File: config.mk
export PLATFORM = sky130hd
export DESIGN_NAME = fir_sample_sequencer_flat
export DESIGN_NICKNAME = d
export VERILOG_FILES = /design/src/rtl/fir_pkg.sv /design/src/rtl/fir_sample_sequencer_if.sv /design/src/rtl/sample_fifo.sv /design/src/rtl/fir_sample_sequencer.sv /design/src/flat_wrapper.sv
export SDC_FILE = /design/constraint.sdc
export NUM_CORES = 1
export LEC_CHECK = 0
export ABC_AREA = 1
export BUFFER_PORTS_ARGS = -buffer_cell sky130_fd_sc_hd__buf_2
export CORE_MARGIN = 1
export CORE_UTILIZATION = 30
export CTS_CLUSTER_SIZE = 10
export DETAILED_ROUTE_END_ITERATION = 16
export GPL_TIMING_DRIVEN = 1
export PLACE_DENSITY_LB_ADDON = 0.08
export SETUP_SLACK_MARGIN = 0.1
export SKIP_CTS_REPAIR_TIMING = 1
export SYNTH_ARGS = -nofsm -noshare
export SYNTH_HDL_FRONTEND = slang
export SYNTH_SLANG_ARGS = --single-unit
export TNS_END_PERCENT = 10
File: constraint.sdc
create_clock -name clk -period 3.1 [get_ports clk]
set_clock_uncertainty 0.1 [all_clocks]
set_input_delay 0.62 -clock clk [delete_from_list [all_inputs] [get_ports clk]]
set_output_delay 0.62 -clock clk [all_outputs]
set_load 0.01 [all_outputs]
File: src/rtl/fir_pkg.sv
// Shared types and constants for the FIR sample sequencer slice.
// Latency: n/a (declarations only).
// Backpressure: n/a.
package fir_pkg;

    localparam int N_DEF = 16;

    // Coefficient bank addresses seen on cfg_addr
    localparam logic B0_ADDR = 1'b0;
    localparam logic B1_ADDR = 1'b1;

    typedef enum logic [1:0] {
        IDLE = 2'd0,
        WAIT = 2'd1,
        FIRE = 2'd2,
        CAPT = 2'd3
    } seq_state_t;

endpackage

File: src/rtl/fir_sample_sequencer_if.sv
// Sample stream, filter datapath and result strobe bundled between sequencer and its neighbours.
// Latency: n/a (wires only).
// Backpressure: s_ready from the sequencer holds off the sample source; results are not stallable.
// Ports: s_valid/s_ready/s_data (sample in), fir_en/fir_x/fir_b0/fir_b1/fir_y (filter), m_valid/m_data (result).
interface fir_sample_sequencer_if
    import fir_pkg::*;
#(
    parameter int N = N_DEF
);
    logic         s_valid;
    logic         s_ready;
    logic [N-1:0] s_data;

    logic         fir_en;
    logic [N-1:0] fir_x;
    logic [N-1:0] fir_b0;
    logic [N-1:0] fir_b1;
    logic [N-1:0] fir_y;

    logic         m_valid;
    logic [N-1:0] m_data;

    // Environment side: sample source, filter instance and result sink
    modport master (
        output s_valid, s_data, fir_y,
        input  s_ready, fir_en, fir_x, fir_b0, fir_b1, m_valid, m_data
    );

    // Sequencer side
    modport slave (
        input  s_valid, s_data, fir_y,
        output s_ready, fir_en, fir_x, fir_b0, fir_b1, m_valid, m_data
    );
endinterface

File: src/rtl/sample_fifo.sv
// Small register FIFO holding samples until the sequencer issues them.
// Latency: a pushed sample is visible at head the cycle after the push.
// Backpressure: full is registered-state based; a push while full is ignored even if a pop coincides.
// Ports: push/din write, pop advances head, full/empty flags, head = oldest entry.
module sample_fifo #(
    parameter int N     = 16,
    parameter int DEPTH = 4
) (
    input  logic         clk,
    input  logic         rst_n,
    input  logic         push,
    input  logic [N-1:0] din,
    input  logic         pop,
    output logic         full,
    output logic         empty,
    output logic [N-1:0] head
);
    localparam int AW = $clog2(DEPTH);

    logic [N-1:0]  mem [DEPTH];
    logic [AW-1:0] wr_ptr;
    logic [AW-1:0] rd_ptr;
    logic [AW:0]   count;
    logic          do_push;
    logic          do_pop;

    assign full    = (count == (AW+1)'(DEPTH));
    assign empty   = (count == '0);
    assign head    = mem[rd_ptr];
    assign do_push = push && !full;
    assign do_pop  = pop && !empty;

    always_ff @(posedge clk or negedge rst_n) begin
        if (!rst_n) begin
            wr_ptr <= '0;
            rd_ptr <= '0;
            count  <= '0;
            for (int i = 0; i < DEPTH; i++) mem[i] <= '0;
        end else begin
            if (do_push) begin
                mem[wr_ptr] <= din;
                wr_ptr      <= wr_ptr + 1'b1;   // power-of-2 depth: wraps naturally
            end
            if (do_pop) rd_ptr <= rd_ptr + 1'b1;
            case ({do_push, do_pop})
                2'b10:   count <= count + 1'b1;
                2'b01:   count <= count - 1'b1;
                default: count <= count;
            endcase
        end
    end
endmodule

File: src/rtl/fir_sample_sequencer.sv
// Buffers samples and issues them to a 2-tap FIR at a programmable rate, with atomic coefficient commits.
// Latency: tick in cycle T -> fir_en in T+1 -> m_valid in T+2+FIR_LAT.
// Backpressure: s_ready drops while the sample FIFO is full; results are strobed without a ready.
// Ports: clk/rst_n, run/div rate control, cfg_* shadow coefficient access, status_clr,
//        bus (sample in / filter / result), underrun and commit_pend status.
module fir_sample_sequencer
    import fir_pkg::*;
#(
    parameter int N       = N_DEF,
    parameter int DEPTH   = 4,
    parameter int DIV_W   = 16,
    parameter int FIR_LAT = 1
) (
    input  logic             clk,
    input  logic             rst_n,
    input  logic             run,
    input  logic [DIV_W-1:0] div,
    input  logic             cfg_we,
    input  logic             cfg_addr,
    input  logic [N-1:0]     cfg_wdata,
    input  logic             cfg_commit,
    input  logic             status_clr,
    fir_sample_sequencer_if.slave bus,
    output logic             underrun,
    output logic             commit_pend
);
    localparam int               LAT_W   = $clog2(FIR_LAT + 1);
    // Period floor so the capture of one sample always finishes before the next tick
    localparam logic [DIV_W-1:0] DIV_MIN = DIV_W'(FIR_LAT + 1);

    seq_state_t       state, state_nxt;
    logic [DIV_W-1:0] cnt;
    logic [DIV_W-1:0] div_eff;
    logic [LAT_W-1:0] lat_cnt;
    logic             tick, lat_done, pop, starve, apply;
    logic             full, empty;
    logic [N-1:0]     head;
    logic [N-1:0]     sh_b0, sh_b1, act_b0, act_b1, x_q, y_q;
    logic             m_valid_q;

    sample_fifo #(.N(N), .DEPTH(DEPTH)) u_fifo (
        .clk   (clk),
        .rst_n (rst_n),
        .push  (bus.s_valid),
        .din   (bus.s_data),
        .pop   (pop),
        .full  (full),
        .empty (empty),
        .head  (head)
    );

    assign div_eff  = (div < DIV_MIN) ? DIV_MIN : div;
    assign tick     = (state != IDLE) && (cnt == div_eff);
    assign lat_done = (lat_cnt == LAT_W'(FIR_LAT - 1));

    assign bus.s_ready = !full;
    assign bus.fir_en  = (state == FIRE);
    assign bus.fir_x   = x_q;
    assign bus.fir_b0  = act_b0;
    assign bus.fir_b1  = act_b1;
    assign bus.m_valid = m_valid_q;
    assign bus.m_data  = y_q;

    always_ff @(posedge clk or negedge rst_n) begin
        if (!rst_n) state <= IDLE;
        else        state <= state_nxt;
    end

    always_comb begin
        state_nxt = state;
        pop       = 1'b0;
        starve    = 1'b0;
        case (state)
            IDLE: if (run) state_nxt = WAIT;
            WAIT: begin
                if (!run) begin
                    state_nxt = IDLE;
                end else if (tick) begin
                    if (empty) begin
                        starve = 1'b1;
                    end else begin
                        pop       = 1'b1;
                        state_nxt = FIRE;
                    end
                end
            end
            FIRE: state_nxt = CAPT;
            CAPT: if (lat_done) state_nxt = run ? WAIT : IDLE;
            default: state_nxt = IDLE;
        endcase
    end

    // Idle commits land on the next edge; running commits wait for the edge that issues a sample
    assign apply = (state == IDLE) ? (commit_pend || cfg_commit) : (pop && commit_pend);

    always_ff @(posedge clk or negedge rst_n) begin
        if (!rst_n) begin
            cnt         <= '0;
            lat_cnt     <= '0;
            x_q         <= '0;
            y_q         <= '0;
            m_valid_q   <= 1'b0;
            sh_b0       <= '0;
            sh_b1       <= '0;
            act_b0      <= '0;
            act_b1      <= '0;
            commit_pend <= 1'b0;
            underrun    <= 1'b0;
        end else begin
            if (state == IDLE || state_nxt == IDLE || tick) cnt <= '0;
            else                                            cnt <= cnt + 1'b1;

            lat_cnt <= (state == CAPT) ? lat_cnt + 1'b1 : '0;

            if (pop) x_q <= head;

            m_valid_q <= (state == CAPT) && lat_done;
            if ((state == CAPT) && lat_done) y_q <= bus.fir_y;

            if (cfg_we) begin
                if (cfg_addr == B0_ADDR)      sh_b0 <= cfg_wdata;
                else if (cfg_addr == B1_ADDR) sh_b1 <= cfg_wdata;
            end

            // Transfer reads the shadow value from before any same-cycle write
            if (apply) begin
                act_b0 <= sh_b0;
                act_b1 <= sh_b1;
            end

            if (state == IDLE) commit_pend <= 1'b0;
            else if (pop)      commit_pend <= cfg_commit;
            else               commit_pend <= commit_pend || cfg_commit;

            if (starve)          underrun <= 1'b1;
            else if (status_clr) underrun <= 1'b0;
        end
    end
endmodule

File: src/flat_wrapper.sv
// flat-port wrapper written by rule: the top's interface ports become plain ports
module fir_sample_sequencer_flat import fir_pkg::*;
#(
    parameter int N       = N_DEF,
    parameter int DEPTH   = 4,
    parameter int DIV_W   = 16,
    parameter int FIR_LAT = 1
)
  (clk, rst_n, run, div, cfg_we, cfg_addr, cfg_wdata, cfg_commit, status_clr, underrun, commit_pend, bus_s_valid, bus_s_data, bus_fir_y, bus_s_ready, bus_fir_en, bus_fir_x, bus_fir_b0, bus_fir_b1, bus_m_valid, bus_m_data);
  fir_sample_sequencer_if #(.N(N)) bus_i ();
  input  logic clk;
  input  logic rst_n;
  input  logic run;
  input  logic [DIV_W-1:0] div;
  input  logic cfg_we;
  input  logic cfg_addr;
  input  logic [N-1:0] cfg_wdata;
  input  logic cfg_commit;
  input  logic status_clr;
  output logic underrun;
  output logic commit_pend;
  input wire logic [$bits(bus_i.s_valid)-1:0] bus_s_valid;
  input wire logic [$bits(bus_i.s_data)-1:0] bus_s_data;
  input wire logic [$bits(bus_i.fir_y)-1:0] bus_fir_y;
  output wire logic [$bits(bus_i.s_ready)-1:0] bus_s_ready;
  output wire logic [$bits(bus_i.fir_en)-1:0] bus_fir_en;
  output wire logic [$bits(bus_i.fir_x)-1:0] bus_fir_x;
  output wire logic [$bits(bus_i.fir_b0)-1:0] bus_fir_b0;
  output wire logic [$bits(bus_i.fir_b1)-1:0] bus_fir_b1;
  output wire logic [$bits(bus_i.m_valid)-1:0] bus_m_valid;
  output wire logic [$bits(bus_i.m_data)-1:0] bus_m_data;
  assign bus_i.s_valid = bus_s_valid;
  assign bus_i.s_data = bus_s_data;
  assign bus_i.fir_y = bus_fir_y;
  assign bus_s_ready = bus_i.s_ready;
  assign bus_fir_en = bus_i.fir_en;
  assign bus_fir_x = bus_i.fir_x;
  assign bus_fir_b0 = bus_i.fir_b0;
  assign bus_fir_b1 = bus_i.fir_b1;
  assign bus_m_valid = bus_i.m_valid;
  assign bus_m_data = bus_i.m_data;
  fir_sample_sequencer #(.N(N), .DEPTH(DEPTH), .DIV_W(DIV_W), .FIR_LAT(FIR_LAT)) u_core (.clk(clk), .rst_n(rst_n), .run(run), .div(div), .cfg_we(cfg_we), .cfg_addr(cfg_addr), .cfg_wdata(cfg_wdata), .cfg_commit(cfg_commit), .status_clr(status_clr), .bus(bus_i), .underrun(underrun), .commit_pend(commit_pend));
endmodule
==> metrics <==
crit path time final 2696 ps; Core Rows 60; R2R Setup Slk 440 ps; RR Startpoint u_core.cnt[4]; Yosys warning count 0; share of the synthesized area in the top cell type 57.45%; Slew Viols, Final 0; area grow syn2layout 21.18%; asr flop ratio synth 100.0%; Root Driver clkbuf_16; Detailed Routing Iterations Pass 1 4; Syn Nets 1003; wire per inst 14.33 um; Crit Path Class input pin to register; worst r2r path cells 14; global-route wire length before repair 34.53 mm; initial antenna violation count 2; total wire length 20.26 mm; LEAKAGE 4.994 nW; Mapped Cells 924; vias 6383; nets 1139; fmax 370.9 MHz; count of state elements after synthesis 188; clk slew on worst S/H paths 80 ps; most common cell in the netlist nand2_1; critical path's top delay family simple AND/OR/NAND/NOR gates; register area share after synthesis 57.45%; die height 167.2 um; Max Root-Sink Buffers 2; Unique masters post-synth 34; reg2reg end u_core.u_fifo.count[1]; Post-Layout Cell Count 1414; core area 26880 um2; DP Area 9306 um2; Crit-path slowest cell fa_1; worst vdd ir 297.3 uV; synth cell count leaders nand2_1 (318), dfrtp_1 (188), o21ai_0 (99); RSZ-0062 raised after global routing no; CP arrival 2910 ps; ANT cells 0; Synth area leader dfrtp_1; vias in the first global route 6582; number of flops mapped to enable cells by yosys 0; max incr delay on CP 420 ps; CP Depth 15; CTS buffer count 17; IO Pins 141; Worst setup SP type input pin; Setup Viol. Count Final 0; largest net degree at the start of global routing 75; share of layout cells above drive strength 1 19.38%; CTS tree done; worst hold path type input pin to async pin; placed instance count 1382; Die Span X 167.2 um; Post-synth top flop dfrtp_1; Final period util 86.97%; post-route ant nets 0; DRC violations left 0; clock tree sinks 188; Tot GR Track Use 15.45%; H-Tree Depth 4; Final HPWL DP 13.75 mm; dominant cells by area after synthesis dfrtp_1 (57%), nand2_1 (15%), o21ai_0 (6.1%); via-per-instance ratio 4.514; Avg Inst Size Synth 8.863 um2; cell area after synthesis 8189 um2; pwr/cell area 774.0 nW/um2; final hold vios 0; total gr overflow 0; WP buf/inv 2; fin area 9923 um2; critical-path cell list buf_2 -> nor2_1 -> nand2_1 -> nor2_1 -> nand2_1 -> nand3_1 -> nand4_1 -> nor3_1 -> nor3b_1 -> buf_4 -> nand2_1 -> nor2_1 -> ha_1 -> fa_1 -> mux2_2; DRT iter0 DRCs 263; DIE AREA 27960 um2; Crit. End Element register; routability-driven placement congestion ratio 0.7683; Req. time, crit path 3310 ps; outcome complete, no violations; critical path peak fanout 4; total of max-cap violations 0; fill count 2814; PortBufs 140; clock latency on the worst-skew pair 430 ps; Initial Utilization 30.47%; slew at the pin closest to its max-slew limit 924.4 ps; Max transition margin 38.22%
## registers in the layout, summed over array words and instances (netlist names), 2 cells and up
register and cells:
u_core.bus.fir_b1 16, u_core.cnt 16, u_core.state 2, u_core.sh_b1 16, u_core.u_fifo.count 3, u_core.u_fifo.mem 64
u_core.bus.m_data 16, u_core.u_fifo.wr_ptr 2, u_core.bus.fir_b0 16, u_core.sh_b0 16, u_core.u_fifo.rd_ptr 2, u_core.bus.fir_x 16
## metrics by stage
step | setup slack (ps) | total power [W] | TNS (ps) | hold slack [ps] | util, %
6_report | 404.0 | 0.007680 | 0 | 114.9 | 36.92
5_1_grt | 175.0 | 0.008286 | 0 | 156.8 | 36.92
4_1_cts | 404.2 | 0.007828 | 0 | 134.3 | 36.92
2_1_floorplan | 428.3 | 0.004836 | 0 | 224.4 | -
3_5_place_dp | -47.98 | 0.005533 | -47.98 | 354.7 | 34.63
3_3_place_gp | -19.77 | 0.005512 | -19.77 | 352.2 | 34.63
## kinds of logic after synthesis
family	after synthesis	share of synthesized area (%)
mux	1	0.1375
fa+ha+maj	7	1.161
xor+xnor	26	2.781
simple gates	439	22.05
flops	188	57.45
compound gates	150	10.70
buf+inv	113	5.729
## layer usage
metal / part of all wire [%] / global-route usage, % / wire, um / vias to the layer above
met5: 0.059 / 0 / 12 / -
met2: 47 / 25.81 / 9500 / 110
li1: - / - / - / 3224
met3: 5.0 / 4.325 / 1015 / 15
met4: 0.90 / 3.829 / 182 / 2
met1: 47 / 19.72 / 9547 / 3032
## placed cells by master, fill, tap and decap left out, types with 2 or more instances in the layout
cell,count
nand2_1,318
dfrtp_1,188
buf_2,139
o21ai_0,99
inv_1,69
nor2_1,47
nand3_1,42
xor2_1,22
a21oi_1,17
clkbuf_16,17
buf_4,17
a32o_1,16
o21a_1,16
nor3_1,7
nand4_1,6
ha_1,6
clkinv_8,6
or2_2,5
xnor2_1,4
inv_6,4
nor3_2,3
inv_8,3
buf_12,3
nand3b_1,2
nand2_2,2
nand2_4,2
## layout make-up
type                            count  area, um2  share of cell area [%]
Clock buffer                       17      425.4                   4.287
Clock inverter                     15      191.4                   1.929
Inverter                           70      262.8                   2.648
Multi-Input combinational cell    623       3015                   30.39
Sequential cell                   188       4705                   47.41
Tap cell                          341      426.7                   4.300
Timing Repair Buffer              160      897.1                   9.040
## power breakdown
group / leakage, nW / switching (W) / internal (W) / total (W)
registers: 2.38 / 0.000377 / 0.00313 / 0.00351
clock network: 0.299 / 0.00113 / 0.00111 / 0.00224
logic: 2.32 / 0.00119 / 0.000741 / 0.00193
total: 4.99 / 0.00270 / 0.00498 / 0.00768
## how the worst max path moves through the flow
stage            start                endpoint
2_1_floorplan  div[12]  u_core.u_fifo.count[1]
3_3_place_gp    div[3]  u_core.u_fifo.count[1]
3_5_place_dp    div[3]  u_core.u_fifo.count[1]
4_1_cts         div[3]  u_core.u_fifo.count[1]
5_1_grt         div[3]  u_core.u_fifo.count[1]
6_report        div[3]  u_core.u_fifo.count[1]
No activity file was read; power rests on OpenSTA's default activity.
